--- src/rtl/matrix_pkg.sv ---
// Shared definitions for the chunked matrix reader/writer pair: FSM encoding
// and the size helpers both sides use to dimension their counters.
package matrix_pkg;

  localparam logic [1:0] ST_IDLE  = 2'd0;
  localparam logic [1:0] ST_FILL  = 2'd1;
  localparam logic [1:0] ST_FLUSH = 2'd2;
  localparam logic [1:0] ST_DONE  = 2'd3;

  typedef enum logic [1:0] {
    IDLE  = ST_IDLE,
    FILL  = ST_FILL,
    FLUSH = ST_FLUSH,
    DONE  = ST_DONE
  } writer_state_t;

  function automatic int n2_of(input int matrix_size);
    return matrix_size * matrix_size;
  endfunction

  // Bits needed to hold every value 0..max_count inclusive.
  function automatic int cnt_width(input int max_count);
    return (max_count < 1) ? 1 : $clog2(max_count + 1);
  endfunction

endpackage

--- src/rtl/chunk_buffer.sv ---
// Small register file holding one chunk of (address, data) entries between
// arrival on the stream side and the burst to memory.
module chunk_buffer #(
  parameter int depth     = 4,
  parameter int width     = 16,
  parameter int idx_width = (depth > 1) ? $clog2(depth) : 1
) (
  input  logic                 clk,
  input  logic                 we,
  input  logic [idx_width-1:0] wr_idx,
  input  logic [width-1:0]     wr_data,
  input  logic [idx_width-1:0] rd_idx,
  output logic [width-1:0]     rd_data
);

  logic [width-1:0] mem_q [depth];

  // NOTE: storage is deliberately left without reset; every entry is written
  // before it is read, and a reset port here would only cost flops and fanout.
  always_ff @(posedge clk) begin
    if (we) begin
      mem_q[wr_idx] <= wr_data;
    end
  end

  assign rd_data = mem_q[rd_idx];

endmodule

--- src/rtl/matrix_writer.sv ---
// Stream-to-memory writeback engine: gathers (addr, data) pairs into chunks
// and bursts each full chunk to the result memory, pulsing done after N2 writes.
module matrix_writer
  import matrix_pkg::*;
#(
  parameter int addr_width  = 8,
  parameter int data_width  = 8,
  parameter int chunk_size  = 4,
  parameter int matrix_size = 8,
  parameter int base_addr   = 0
) (
  input  logic                  clk,
  input  logic                  rst_n,
  input  logic                  enable,
  input  logic                  start,
  input  logic [addr_width-1:0] in_addr,
  input  logic [data_width-1:0] in_data,
  input  logic                  in_valid,
  output logic                  in_ready,
  output logic [addr_width-1:0] mem_addr,
  output logic [data_width-1:0] mem_wdata,
  output logic                  mem_we,
  output logic                  busy,
  output logic                  done,
  output logic                  err
);

  localparam int N2    = n2_of(matrix_size);
  localparam int TOT_W = cnt_width(N2);
  localparam int PTR_W = cnt_width(chunk_size);
  localparam int IDX_W = (chunk_size > 1) ? $clog2(chunk_size) : 1;
  localparam int ENT_W = addr_width + data_width;

  localparam logic [TOT_W-1:0]      TOTAL_FULL = TOT_W'(N2);
  localparam logic [PTR_W-1:0]      PTR_LAST   = PTR_W'(chunk_size - 1);
  localparam logic [addr_width-1:0] BASE       = addr_width'(base_addr);

  writer_state_t    state_q, state_d;
  logic [PTR_W-1:0] wr_ptr_q, wr_ptr_d;
  logic [PTR_W-1:0] rd_ptr_q, rd_ptr_d;
  logic [TOT_W-1:0] total_q, total_d;
  logic             err_q, err_d;

  logic             accept;
  logic             in_range;
  logic             buf_we;
  logic             flushing;
  logic [ENT_W-1:0] rd_entry;

  assign accept   = (state_q == FILL) && enable && in_valid;
  assign in_range = 32'(in_addr) < N2;
  assign buf_we   = accept && in_range;
  assign flushing = (state_q == FLUSH);

  chunk_buffer #(
    .depth     (chunk_size),
    .width     (ENT_W),
    .idx_width (IDX_W)
  ) u_chunk_buffer (
    .clk     (clk),
    .we      (buf_we),
    .wr_idx  (wr_ptr_q[IDX_W-1:0]),
    .wr_data ({in_addr, in_data}),
    .rd_idx  (rd_ptr_q[IDX_W-1:0]),
    .rd_data (rd_entry)
  );

  // NOTE: every next-state signal takes its hold value first, so no path
  // through the case statement can leave one unassigned and infer a latch.
  always_comb begin
    state_d  = state_q;
    wr_ptr_d = wr_ptr_q;
    rd_ptr_d = rd_ptr_q;
    total_d  = total_q;
    err_d    = err_q;

    case (state_q)
      IDLE: begin
        if (enable && start) begin
          state_d  = FILL;
          err_d    = 1'b0;
          total_d  = '0;
          wr_ptr_d = '0;
          rd_ptr_d = '0;
        end
      end
      FILL: begin
        if (buf_we) begin
          wr_ptr_d = wr_ptr_q + PTR_W'(1);
          total_d  = total_q + TOT_W'(1);
          if (wr_ptr_q == PTR_LAST) begin
            state_d = FLUSH;
          end
        end else if (accept) begin
          err_d = 1'b1;
        end
      end
      FLUSH: begin
        if (enable) begin
          if (rd_ptr_q == PTR_LAST) begin
            wr_ptr_d = '0;
            rd_ptr_d = '0;
            state_d  = (total_q == TOTAL_FULL) ? DONE : FILL;
          end else begin
            rd_ptr_d = rd_ptr_q + PTR_W'(1);
          end
        end
      end
      DONE: begin
        if (enable) begin
          state_d = IDLE;
        end
      end
      default: state_d = IDLE;
    endcase
  end

  // NOTE: state registers use non-blocking assignment so every flop samples
  // the pre-edge values regardless of evaluation order.
  always_ff @(posedge clk or negedge rst_n) begin
    if (!rst_n) begin
      state_q  <= IDLE;
      wr_ptr_q <= '0;
      rd_ptr_q <= '0;
      total_q  <= '0;
      err_q    <= 1'b0;
    end else begin
      state_q  <= state_d;
      wr_ptr_q <= wr_ptr_d;
      rd_ptr_q <= rd_ptr_d;
      total_q  <= total_d;
      err_q    <= err_d;
    end
  end

  // Memory-side outputs are gated by state so they read zero outside a burst.
  assign in_ready  = (state_q == FILL) && enable;
  assign mem_we    = flushing && enable;
  assign mem_addr  = flushing ? BASE + rd_entry[ENT_W-1:data_width] : '0;
  assign mem_wdata = flushing ? rd_entry[data_width-1:0] : '0;
  assign busy      = (state_q == FILL) || flushing;
  assign done      = (state_q == DONE);
  assign err       = err_q;

endmodule

--- config.mk ---
export PLATFORM = sky130hd
export DESIGN_NAME = matrix_writer
export DESIGN_NICKNAME = d
export VERILOG_FILES = /design/src/rtl/matrix_pkg.sv /design/src/rtl/chunk_buffer.sv /design/src/rtl/matrix_writer.sv
export SDC_FILE = /design/constraint.sdc
export NUM_CORES = 1
export LEC_CHECK = 0
export BUFFER_PORTS_ARGS = -buffer_cell sky130_fd_sc_hd__buf_2
export CORE_MARGIN = 3
export CORE_UTILIZATION = 54
export DETAILED_ROUTE_END_ITERATION = 6
export PLACE_DENSITY = 0.75
export SLEW_MARGIN = 30
export SYNTH_ARGS = -nofsm -noshare
export SYNTH_HDL_FRONTEND = slang
export SYNTH_SLANG_ARGS = --single-unit
--- constraint.sdc ---
create_clock -name clk -period 3.3 [get_ports clk]
set_input_delay 0.495 -clock clk [delete_from_list [all_inputs] [get_ports clk]]
set_output_delay 0.495 -clock clk [all_outputs]
set_load 0.05 [all_outputs]
# Word-level counts from Yosys, hierarchy flattened
# Memories as Yosys holds them, arrays and structs flattened.
# Index checks and enable logic that the tools add are counted.
# word_totals
elab_cells,66
in_bits,21
ff_bits,16
mem_count,1
output_inout_bits,21
rom_bits,0
ramBits,64
latch_bits,0
# classes
div_mod_pow,0
bitwise_logic,0
magnitude_cmp,1
shifts,0
reduce_logical,15
muxes,27
add_sub_neg,3
eq_ne,14
n_mul,0
# mem_list
name,depth,width,read_ports,rd_ports_with_merged_regs,write_ports,line,source
u_chunk_buffer.mem_q,4,16,1,0,1,chunk_buffer.sv:16,logic [width-1:0] mem_q [depth];
# ops
op,count
2-to-1 mux 3 bit,6
2-to-1 mux 8 bit,2
2-to-1 mux 2 bit,7
2-to-1 mux 7 bit,2
case mux 7 bit (2 select lines),1
!= test 2 bit (second input constant),6
case mux 3 bit (3 select lines),1
< comparator 8 x 7 -> 1 bit (second input constant),1
case mux 2 bit (4 select lines),1
adder 7 x 1 -> 7 bit (second input constant),1
== test 7 bit (second input constant),1
adder 3 x 1 -> 3 bit (second input constant),2
== test 3 x 2 -> 1 bit (second input constant),2
case mux 3 bit (2 select lines),1
AND reduction 3 bit,2
AND reduction 6 bit,1
logical AND 1 bit,5
2-to-1 mux 1 bit,5
AND reduction 5 bit,1
== test 2 bit (second input constant),2
!= test 2 x 1 -> 1 bit (second input constant),2
AND reduction 4 bit,1
nonzero test 2 bit,2
nonzero test 3 bit,1
4 further kinds,4

# Longest topological paths before layout
# logic_depth
ltp_word,6
mapped_depth,7
mapped_depth_nobuf,6

# By module
# From an unflattened synthesis, not the netlist that was laid out.
# hier_totals
hier_cells,216
area_unflattened_um2,3548.4
# modules_own_cells
mod,area_each_um2,cells_per_inst,seq_area_each_um2,n_inst
chunk_buffer,2377.3,88,1921.8,1
matrix_writer,1171.1,128,400.4,1

# Least setup slack after synthesis
# No wires, ideal clock.
# synth_path
kind,reg2out
startpoint,reg rd_ptr_q[0]
endpoint,out mem_wdata[0]
n_path_buf,2
path_stages_with_launch,5
arrival_ns,1.663
slack_ns,1.142
required_time_ns,2.805
cell_sequence,dfrtp_1 > buf_2 > buf_4 > mux4_2 > and2_1
# synth_via
elab_chain_len,2
# synth_rtl
item,line,source
"start, declared",matrix_writer.sv:40,"logic [PTR_W-1:0] rd_ptr_q, rd_ptr_d;"
"start signal, assigned",matrix_writer.sv:130,rd_ptr_q <= rd_ptr_d;
memory read (4 x 16 bit),--,
2-to-1 mux 8 bit,matrix_writer.sv:140,assign mem_wdata = flushing ? rd_entry[data_width-1:0] : '0;
"end, declared",matrix_writer.sv:21,"output logic [data_width-1:0] mem_wdata,"
# Every way passes these cells.

# Worst setup path after layout
# layout_path
startpoint,reg rd_ptr_q[1]
endpoint,out mem_addr[7]
# layout_via
elab_chain_len,2
# layout_rtl
item,line,source
memory read (4 x 16 bit),--,
2-to-1 mux 8 bit,matrix_writer.sv:139,assign mem_addr = flushing ? BASE + rd_entry[ENT_W-1:data_width] : '0;
"end, declared",matrix_writer.sv:20,"output logic [addr_width-1:0] mem_addr,"
# Every way passes these cells.

==> out/qor.yml <==
worst_setup_path:
  criticalPathCategory: "reg2out"
  cp-start-kind: "register"
  reg2reg_depth: 6
  arrival_ns: 2.03
  crit_path_end: "mem_addr[7]"
  setup.worst_path.end_class: "output pin"
  reg2reg_to: "u_chunk_buffer.mem_q[3][11]"
  crit_start: "rd_ptr_q[1]"
  critical_path.max_fanout: 19
  reg2reg_from: "state_q[1]"
  worst-endpoint-required_ns: 2.80
  regToRegSetupSlack_ns: 1.10
route:
  totalWireLength_mm: 6.030
  drc: 0
  vias: 1988
  routedWlPerCell_um: 17.13
  ant_nets: 0
  drt_iter0_drc: 109
  viasPerCell: 5.648
  drt_first_pass_iters: 4
grt:
  grt_overflow: 0
  grt_pass1_vias: 1973
  grt_max_degree: 21
  antenna_found_initial: 0
  grt_first_pass_wirelength_mm: 9.894
  grtUsageTotal_pct: 17.68
finish:
  drive_gt1_share_pct: 29.60
  final_common_cell: "edfxtp_1"
  final_nets: 308
  antennaDiodeCount: 0
  n_fill_cell: 457
  area.growth.synth_to_final_pct: 12.76
  stdcell_area_mm2: 0.003993
  layout_common_cells: "edfxtp_1, buf_2, and2_1"
placed_design:
  port-buffer-count: 41
  place.gp.congestion: 0.7559
  dp_hpwl_mm: 4.031
  placed_cell_area_mm2: 0.003830
timing:
  rsz0062_at_grt: "false"
  slew_viol_final: 0
  clock_skew_ns: 0.006722
  tns_ns: 0
  setup_violations: 0
  max_freq_mhz: 395.8
  tightest_slew_ns: 0.8414
  min_period_ns: 2.527
  period_share_pct: 76.57
  relSlewSlack_pct: 43.91
  hold_violations: 0
power:
  ir_drop_v: 0.0004269
  pwr_density_cell_mw_per_mm2: 797.0
  p_leak_uw: 0.001528
clocking:
  clkTransAtPathRegs_ns: 0.08
  cts_setup_buffers: 0
  clock_latency_ns: 0.34
  ctsLongestPathBuffers: 2
  cts_max_level: 3
  tritoncts: "yes"
  cts_resized: 0
  cts_root_buf: "clkbuf_8"
  cts_hold_buf: 0
  cts_sinks: 80
  cts_buffers: 9
floorplanning:
  ios: 42
  rows: 28
  dieArea_mm2: 0.007565
  die_h_um: 86.98
  die_w_um: 86.98
  start_util_pct: 57.76
  coreArea_mm2: 0.006131
synth:
  synthFlopType: "edfxtp_1"
  syn_area_mm2: 0.003541
  synth_cells: 224
  synth-warning-count: 0
  ys_seq_elements: 80
  avgSynthCellArea_um2: 15.81
  ys_types: 39
  yosysSeqAreaShare_pct: 65.58
  async_reset_ff_share_pct: 20.00
  synth_edf_count: 64
  synth_nets: 259
hold_path:
  hold_path_class: "in2async"
outcome:
  status: "completed"
run:
  cap_violations: 0
## critical path: stages, from the launching register on
cell	delay (ns)
dfrtp_1	0.89
mux4_2	0.43
and2_1	0.17
buf_2	0.20
## area by class of cell
type / instances / area [µm²] / area share (%)
clock buffer: 10 / 127.6 / 3.196
clock inverter: 5 / 35.03 / 0.8775
inverter: 12 / 45.04 / 1.128
multi-input combinational: 123 / 1119 / 28.02
sequential: 80 / 2322 / 58.16
tap: 75 / 93.84 / 2.350
timing repair buffer: 47 / 250.2 / 6.268
## per-layer routing
layer | global-route usage [%] | vias up | wire length, µm
met3 | 3.974 | 10 | 281
met4 | 8.640 | 0 | 121
li1 | - | 946 | -
met5 | 0 | - | 0
met2 | 27.40 | 41 | 2917
met1 | 23.74 | 991 | 2709
## worst min path at each step
stage	from	slack [ns]	depth (start not counted)	endpoint
finish	rst_n	0.07	1	err
global route	rst_n	0.08	1	err
CTS	rst_n	0.07	1	err
detailed placement	rst_n	0.44	1	rd_ptr_q[1]
global placement	rst_n	0.44	1	state_q[1]
floorplan	rst_n	0.20	0	err
## Yosys cell counts (4+ instances only)
master	number	area [µm²]
a21oi_1	9	45.04
and2_1	21	131.4
clkbuf_1	4	15.01
dfrtp_1	16	400.4
edfxtp_1	64	1922
ha_1	14	175.2
inv_1	12	45.04
mux2i_1	4	40.04
mux4_2	16	360.4
nand2_1	13	48.80
nor2_1	5	18.77
o21ai_0	10	50.05
or3_1	5	31.28
## per-stage QoR
step | hold slack [ns] | std cells | setup WS (ns) | power, µW | utilization [%]
floorplan | 0.1994 | 224 | 1.142 | 2358 | -
global placement | 0.4390 | 337 | 1.099 | 2605 | 62.47
detailed placement | 0.4448 | 337 | 1.088 | 2623 | 62.47
CTS | 0.07439 | 352 | 0.7198 | 3216 | 65.12
global route | 0.08462 | 352 | 0.5282 | 3379 | 65.12
finish | 0.07465 | 352 | 0.7732 | 3182 | 65.12
## power by group
group          leakage [µW]  internal [µW]  switching [µW]
Sequential         0.000783           1170             112
Clock             0.0000821            269             325
Combinational      0.000663            477             827
Total               0.00153           1920            1260
## registers in the layout (all words and copies together), names as in the netlist
name	flops
u_chunk_buffer.mem_q	64
rd_ptr_q	3
wr_ptr_q	3
err	1
state_q	2
total_q	7
## kinds of logic after synthesis
group	count (synthesis)	share of synthesized area, %
AO/OA/AOI/OAI	29	5.124
multiplexers	20	11.31
buffers and inverters	21	2.827
adder cells (fa/ha/maj)	14	4.947
AND/OR/NAND/NOR	60	10.21
flip-flops	80	65.58
Note: power is estimated with default switching activity, not from simulation.
